[src/rtl/sensor_sampler.sv]
// Four-channel windowed averager: accumulates 2^AVG_LOG2 readings per channel, then publishes the averages.
// Optional fault detection (readings of 8'h00 / 8'hFF) is built when SENSOR_FAULT_DETECT_EN is defined.
module sensor_sampler #(
    parameter int AVG_LOG2 = 2
) (
    input  logic       clk,
    input  logic       rst_n,
    input  logic       sample_en,
    input  logic       raw_valid,
    output logic       raw_ready,
    input  logic [7:0] raw1,
    input  logic [7:0] raw2,
    input  logic [7:0] raw3,
    input  logic [7:0] raw4,
    output logic [7:0] sensor1,
    output logic [7:0] sensor2,
    output logic [7:0] sensor3,
    output logic [7:0] sensor4,
    output logic       out_valid,
    output logic [3:0] sensor_fault
);

    localparam int AW = 8 + AVG_LOG2;
    localparam int CW = AVG_LOG2 + 1;
    localparam logic [CW-1:0] LAST_CNT = CW'((1 << AVG_LOG2) - 1);

    typedef enum logic [1:0] {IDLE, ACCUM, DONE} state_t;

    state_t               state, state_nxt;
    logic [3:0][7:0]      raw;
    logic [3:0][AW-1:0]   acc, sum;
    logic [3:0][7:0]      avg, result, sensor_q;
    logic [CW-1:0]        cnt;
    logic                 accept, last;

    assign raw    = {raw4, raw3, raw2, raw1};
    assign accept = (state == ACCUM) && raw_valid;
    assign last   = accept && (cnt == LAST_CNT);

    // Averages include the reading accepted this cycle so they can be
    // registered on the final accept and be visible during DONE.
    always_comb begin
        for (int i = 0; i < 4; i++) begin
            sum[i] = acc[i] + AW'(raw[i]);
            avg[i] = 8'(sum[i] >> AVG_LOG2);
        end
    end

    always_ff @(posedge clk or negedge rst_n) begin
        if (!rst_n) state <= IDLE;
        else        state <= state_nxt;
    end

    always_comb begin
        state_nxt = state;
        raw_ready = 1'b0;
        out_valid = 1'b0;
        case (state)
            IDLE:  if (sample_en) state_nxt = ACCUM;
            ACCUM: begin
                raw_ready = 1'b1;
                if (last)            state_nxt = DONE;
                else if (!sample_en) state_nxt = IDLE;
            end
            DONE: begin
                out_valid = 1'b1;
                state_nxt = sample_en ? ACCUM : IDLE;
            end
            default: state_nxt = IDLE;
        endcase
    end

    // Sums are only meaningful inside ACCUM; any other state leaves them cleared
    // so the next window (or an aborted one) starts from zero.
    always_ff @(posedge clk or negedge rst_n) begin
        if (!rst_n) begin
            acc <= '0;
            cnt <= '0;
        end else if (state != ACCUM) begin
            acc <= '0;
            cnt <= '0;
        end else if (accept) begin
            acc <= sum;
            cnt <= cnt + 1'b1;
        end
    end

`ifdef SENSOR_FAULT_DETECT_EN
    logic [3:0] flags, hit, fault_win;

    always_comb begin
        for (int i = 0; i < 4; i++) begin
            hit[i]    = (raw[i] == 8'h00) || (raw[i] == 8'hFF);
            result[i] = fault_win[i] ? 8'h00 : avg[i];
        end
    end

    assign fault_win = flags | hit;

    always_ff @(posedge clk or negedge rst_n) begin
        if (!rst_n) begin
            flags        <= '0;
            sensor_fault <= '0;
        end else begin
            if (state != ACCUM) flags <= '0;
            else if (accept)    flags <= fault_win;
            if (last) sensor_fault <= fault_win;
        end
    end
`else
    assign result       = avg;
    assign sensor_fault = 4'h0;
`endif

    always_ff @(posedge clk or negedge rst_n) begin
        if (!rst_n)    sensor_q <= '0;
        else if (last) sensor_q <= result;
    end

    assign sensor1 = sensor_q[0];
    assign sensor2 = sensor_q[1];
    assign sensor3 = sensor_q[2];
    assign sensor4 = sensor_q[3];

endmodule
[config.mk]
export PLATFORM = sky130hd
export DESIGN_NAME = sensor_sampler
export DESIGN_NICKNAME = d
export VERILOG_FILES = /design/src/rtl/sensor_sampler.sv
export SDC_FILE = /design/constraint.sdc
export NUM_CORES = 1
export LEC_CHECK = 0
export CAP_MARGIN = 30
export CORE_ASPECT_RATIO = 0.8
export CORE_UTILIZATION = 47
export CTS_CLUSTER_DIAMETER = 200
export DETAILED_ROUTE_END_ITERATION = 10
export GPL_ROUTABILITY_DRIVEN = 1
export PLACE_DENSITY = 0.77
export SETUP_SLACK_MARGIN = 0.3
export SYNTH_ARGS = -nofsm -noshare
export SYNTH_HDL_FRONTEND = slang
export SYNTH_SLANG_ARGS = --single-unit
[constraint.sdc]
create_clock -name clk -period 4.3 [get_ports clk]
set_input_delay 0.86 -clock clk [delete_from_list [all_inputs] [get_ports clk]]
set_output_delay 0.86 -clock clk [all_outputs]
set_load 0.05 [all_outputs]
==> run_results.csv, run 1 <==
group,metric,value,unit
power,ir_drop,0.285,mV
clock_tree,cts_resized,0,
cells_and_area,drive_above_1_share,5.47,%
die,die_area,11400,sq um
timing,fin_worst_skew,5.31,ps
cells_and_area,stdcell_area,6230,sq um
clock_tree,cts_setup_buffers,0,
clock_tree,cts_hold_buffers,0,
detailed_routing,wl_per_cell,16.9,microns
clock_tree,cts_root_buffer,"clkbuf_16",
detailed_routing,first_pass_iters,7,
die,die_x,119,microns
clock_tree,cts_max_level,3,
detailed_routing,drt_iter0_markers,342,
timing,maxSlewViolCount,0,
die,ios,74,
place,finalWeightedCongestion,0.907,
logic_synthesis,postSynthAreaPerCell,8.86,sq um
logic_synthesis,synth-async-reset-ratio,100,%
clock_tree,clock-sinks,77,
place,dpl_cell_area,5930,sq um
die,start_util,49.3,%
logic_synthesis,synth-edff-count,0,
cells_and_area,syn2layout_area_growth,20.5,%
timing,hold_viol,0,
power,power.leakage,2.72,nW
place,hpwl,9270,microns
power,power_density,417,nW/um^2
cells_and_area,antenna_cells,0,
global_route,antenna_found_initial,0,
timing,slew-limit-headroom,36.9,%
global_route,grt_pass1_vias,4595,
clock_tree,cts-buffers-inserted,9,
setup_path,cp_max_fo,68,
logic_synthesis,netlist_instances,584,
hold_path,hp-class,"in -> async",
setup_path,arrival,3110,ps
run,maxCapViolCount,0,
timing,fin_hold_ws,463,ps
power,p_total,0.00260,W
setup_path,reg2reg_slack,2110,ps
logic_synthesis,seq_area_frac_synth,37.3,%
logic_synthesis,ys.flop_type,"dfrtp_1",
logic_synthesis,yosysWarnings,0,
global_route,track_usage,24.4,%
place,port_buffers,69,
timing,setup_viol,0,
setup_path,slowest_stage,"clkdlybuf4s50_1",
die,die_h,95.8,microns
clock_tree,cts_buffer_depth,2,
clock_tree,insertion_delay,340,ps
setup_path,crit_path_end_kind,"register",
setup_path,cp-start-kind,"primary input",
cells_and_area,nets,709,
setup_path,r2r-end,"sensor3[4]",
setup_path,critPathBufInv,4,
detailed_routing,vias_per_cell,6.16,
global_route,grt_max_degree,69,
global_route,grt-ovfl-total,0,
cells_and_area,final_common_cell,"dfrtp_1",
cells_and_area,final_cell_mix,"dfrtp_1, nand2_1, clkdlybuf4s50_1",
die,core-area,10500,sq um
setup_path,max_stage_delay,450,ps
setup_path,r2r-start,"acc[20]",
setup_path,ff2ff_path_depth,6,
clock_tree,path_clk_slew,60,ps
detailed_routing,drc_errors,0,
setup_path,path_cells,"clkdlybuf4s50_1 > buf_4 > buf_4 > nand4b_1 > buf_4 > and2_0 > a211oi_1 > nand3_1",
timing,period_needed,2890,ps
logic_synthesis,synthDistinctLibCells,55,
setup_path,startpoint,"raw_valid",
timing,final.period_utilization,67.2,%
timing,fin_setup_tns,0,ps
die,num_rows,33,
detailed_routing,ant_nets,0,
logic_synthesis,syn-cell-area,5170,sq um
run_status,status,"finished clean",
setup_path,cp_common_cell,"buf_4",
timing,rsz0062_at_grt,"no",
clock_tree,cts_tree,"built",
setup_path,crit_path_end,"sensor2[4]",
timing,fmax,0.346,GHz
detailed_routing,vias,4802,
setup_path,crit_required,4520,ps
setup_path,path_depth,8,
logic_synthesis,synth_seq_cells,77,
timing,worstMarginPinSlew,945,ps
setup_path,cpLargestDelayFamily,"buffers and inverters",
detailed_routing,wl,13200,microns
setup_path,worstSetupPathType,"in -> reg",
global_route,grt_pass1_wl,22000,microns
==> area by class of cell <==
cell class / instances / area [sq um]
clock buffers: 13 / 280
clock inverters: 3 / 17.5
fillers: 946 / 4260
inverters: 21 / 78.8
multi-input cells: 450 / 2990
flip-flops and latches: 77 / 1930
well taps: 140 / 175
repair buffers: 76 / 761
==> metrics by stage <==
step | setup WS [ps] | util [%] | instances
2_1_floorplan | 1860 | - | 587
6_report | 1410 | 59.4 | 780
4_1_cts | 1440 | 59.4 | 780
3_3_place_gp | 1140 | 56.3 | 763
5_1_grt | 1320 | 59.4 | 780
3_5_place_dp | 1090 | 56.6 | 764
==> synth_stat cells, types with 8 or more instances <==
| cell type | n | share of area (%) |
|---|---|---|
| a211o_1 | 8 | 1.4 |
| a211oi_1 | 17 | 2.5 |
| a21oi_1 | 32 | 3.1 |
| buf_2 | 14 | 1.4 |
| clkbuf_1 | 17 | 1.2 |
| dfrtp_1 | 77 | 37 |
| ha_1 | 34 | 8.2 |
| inv_1 | 21 | 1.5 |
| mux2i_1 | 13 | 2.5 |
| nand2_1 | 70 | 5.1 |
| nand2b_1 | 12 | 1.5 |
| nand3_1 | 46 | 4.5 |
| nand4_1 | 14 | 1.7 |
| nor2_1 | 26 | 1.9 |
| nor3_1 | 12 | 1.2 |
| o2111ai_1 | 8 | 1.4 |
| o211ai_1 | 11 | 1.6 |
| o21a_1 | 12 | 1.7 |
| o21ai_0 | 33 | 3.2 |
==> sequential cells by signal, summed over array words and instances (netlist names) <==
name / cells
acc: 40
cnt: 3
sensor1: 8
sensor2: 8
sensor3: 8
sensor4: 8
state: 2
==> cells by family after synthesis <==
logic type	synth area share [%]
AOI/OAI and AO/OA	22.1
other	0.0725
muxes	2.52
adders and majority gates	9.77
DFF	37.3
xor gates and xnor gates	1.52
and+or+nand+nor	21.6
buffers and inverters	5.13
==> report_power, final <==
| group | total (W) | switching (W) | internal [W] | leakage, nW |
|---|---|---|---|---|
| clock network | 0.000763 | 0.000311 | 0.000452 | 0.148 |
| logic | 0.000943 | 0.000606 | 0.000337 | 1.54 |
| registers | 0.000895 | 0.0000685 | 0.000826 | 1.04 |
| total | 0.00260 | 0.000985 | 0.00162 | 2.72 |
==> how the worst min path moves through the flow <==
stage	start	endpoint	slack [ps]
global route	rst_n	sensor1[2]	490
global placement	sensor2[7]	sensor2[7]	460
CTS	rst_n	sensor1[6]	470
detailed placement	sensor3[2]	sensor3[2]	460
floorplan	acc[0]	acc[0]	490
finish	rst_n	sensor1[2]	460
==> per-layer routing <==
metal	part of all wire (%)	vias up	track usage, %
li1	-	2264	-
met1	46	2331	32.2
met2	46	190	39.5
met3	6.5	17	6.16
met4	1.1	0	7.71
met5	0	-	0
==> worst register-to-register path, cell delays in order, from the launching register on <==
cell and delay (ps):
dfrtp_1 380, ha_1 220, fa_1 450, a211o_1 380
a21oi_1 300, mux2i_1 250, nand3_1 100
Power figures use the tool's default switching activity.
==> inputs of run 2 (changes only) <==
==> constraint.sdc (replaced) <==
create_clock -name clk -period 2.74 [get_ports clk]
set_input_delay 0.548 -clock clk [delete_from_list [all_inputs] [get_ports clk]]
set_output_delay 0.548 -clock clk [all_outputs]
set_load 0.05 [all_outputs]
==> run_results.csv, run 2 (synthesis gave the netlist of run 1 again) <==
group,metric,value,unit
clock_tree,clock-sinks,77,
die,start_util,49.3,%
cells_and_area,nets,720,
timing,final.period_utilization,85.0,%
detailed_routing,vias,4806,
detailed_routing,ant_nets,0,
timing,fin_setup_tns,0,ps
global_route,use_met1,32.8,%
hold_path,hp-class,"in -> async",
die,num_rows,33,
setup_path,ff2ff_path_depth,6,
power,power.leakage,2.81,nW
setup_path,cp-start-kind,"primary input",
global_route,grt_pass1_wl,22500,microns
timing,rsz0062_at_grt,"no",
clock_tree,cts_root_buffer,"clkbuf_16",
clock_tree,cts_setup_buffers,0,
cells_and_area,drive_above_1_share,7.53,%
die,die_area,11400,sq um
cells_and_area,largest_register_ffs,40,
setup_path,path_cells,"clkdlybuf4s50_1 > ha_1 > fa_1 > a211o_1 > a21oi_1 > or4_1 > nand3_1",
clock_tree,cts_tree,"built",
setup_path,crit_required,2960,ps
timing,maxSlewViolCount,0,
setup_path,cp_max_fo,4,
timing,worstMarginPinSlew,682,ps
clock_tree,cts_hold_buffers,0,
power,ir_drop,0.389,mV
timing,hold_viol,0,
detailed_routing,drt_iter0_markers,335,
clock_tree,cts_max_level,3,
die,ios,74,
cells_and_area,top_register,"acc",
global_route,antenna_found_initial,0,
timing,setup_viol,0,
die,die_x,119,microns
cells_and_area,final_common_cell,"dfrtp_1",
clock_tree,cts-buffers-inserted,9,
cells_and_area,final_cell_mix,"dfrtp_1, nand2_1, clkdlybuf4s50_1",
setup_path,max_stage_delay,440,ps
setup_path,r2r-end,"acc[16]",
timing,period_needed,2330,ps
global_route,grt_pass1_vias,4642,
global_route,grt-ovfl-total,0,
detailed_routing,first_pass_iters,5,
cells_and_area,antenna_cells,0,
timing,slew-limit-headroom,54.3,%
clock_tree,cts_resized,0,
detailed_routing,wl_per_cell,16.8,microns
setup_path,worstSetupPathType,"in -> reg",
timing,fin_worst_skew,5.31,ps
run_status,status,"finished clean",
clock_tree,cts_buffer_depth,2,
setup_path,slowest_stage,"fa_1",
global_route,met3_usage,5.04,%
die,die_h,95.8,microns
global_route,grt_max_degree,51,
place,hpwl,9110,microns
global_route,track_usage,24.9,%
run,maxCapViolCount,0,
detailed_routing,wl,13300,microns
detailed_routing,drc_errors,0,
power,power_density,683,nW/um^2
power,p_total,0.00436,W
place,port_buffers,69,
setup_path,arrival,2550,ps
setup_path,crit_path_end_kind,"register",
die,core-area,10500,sq um
timing,fmax,0.429,GHz
clock_tree,insertion_delay,340,ps
detailed_routing,vias_per_cell,6.08,
cells_and_area,syn2layout_area_growth,23.5,%
setup_path,crit_path_end,"acc[16]",
clock_tree,path_clk_slew,60,ps
setup_path,reg2reg_slack,660,ps
global_route,met2_usage,41.6,%
setup_path,r2r-start,"acc[10]",
global_route,gr-max-usage-layer,"met2",
setup_path,startpoint,"raw2[0]",
place,finalWeightedCongestion,0.883,
-- run 2: changes by cell type in the layout (fill, tap and decap cells not counted), sizes merged --
cell / before / now
buf: 8 / 20
bufinv: 0 / 4
clkbuf: 13 / 9
clkdlybuf4s50: 68 / 67
-- run 2: layout make-up --
type | count | area, sq um
Multi-Input combinational cell | 450 | 3000
Clock inverter | 7 | 138
Inverter | 21 | 78.8
Clock buffer | 9 | 225
Timing Repair Buffer | 87 | 846
Tap cell | 140 | 175
Sequential cell | 77 | 1930
Fill cell | 906 | 4100
-- run 2: power breakdown --
part           leakage [nW]  internal (W)  total, W  switching [W]
combinational          1.60      0.000544   0.00150       0.000953
sequential             1.04       0.00130   0.00140       0.000104
clock                 0.175      0.000979   0.00147       0.000488
-- run 2: routing by layer --
metal,wire [microns],vias up
met4,195,0
li1,-,2289
met1,6040,2303
met2,6170,191
met3,859,23
met5,0,-
-- run 2: per-stage QoR --
stage / instance area, sq um / hold WS (ps) / worst slack [ps] / utilization, % / std cells
6_report: 6390 / 176 / 411 / 60.9 / 791
5_1_grt: 6390 / 221 / 308 / 60.9 / 791
4_1_cts: 6380 / 198 / 401 / 60.8 / 791
3_5_place_dp: 6020 / 467 / 39.0 / 57.4 / 775
3_3_place_gp: 6020 / 460 / 97.0 / 57.4 / 775
2_1_floorplan: 5180 / 252 / 614 / - / 587
-- run 2: worst min path at each step --
stage	startpoint	end	slack (ps)
6_report	rst_n	acc[1]	180
4_1_cts	rst_n	acc[0]	200
3_5_place_dp	sensor2[2]	sensor2[2]	470
3_3_place_gp	sensor4[2]	sensor4[2]	460
2_1_floorplan	rst_n	acc[0]	250
5_1_grt	rst_n	acc[2]	220
-- run 2: worst max-delay path: cells and delay by family --
| family | cells | cell delay [ps] |
|---|---|---|
| AO/OA/AOI/OAI | 2 | 690 |
| adder cells (fa/ha/maj) | 2 | 680 |
| buffers and inverters | 1 | 400 |
| AND/OR/NAND/NOR | 2 | 240 |
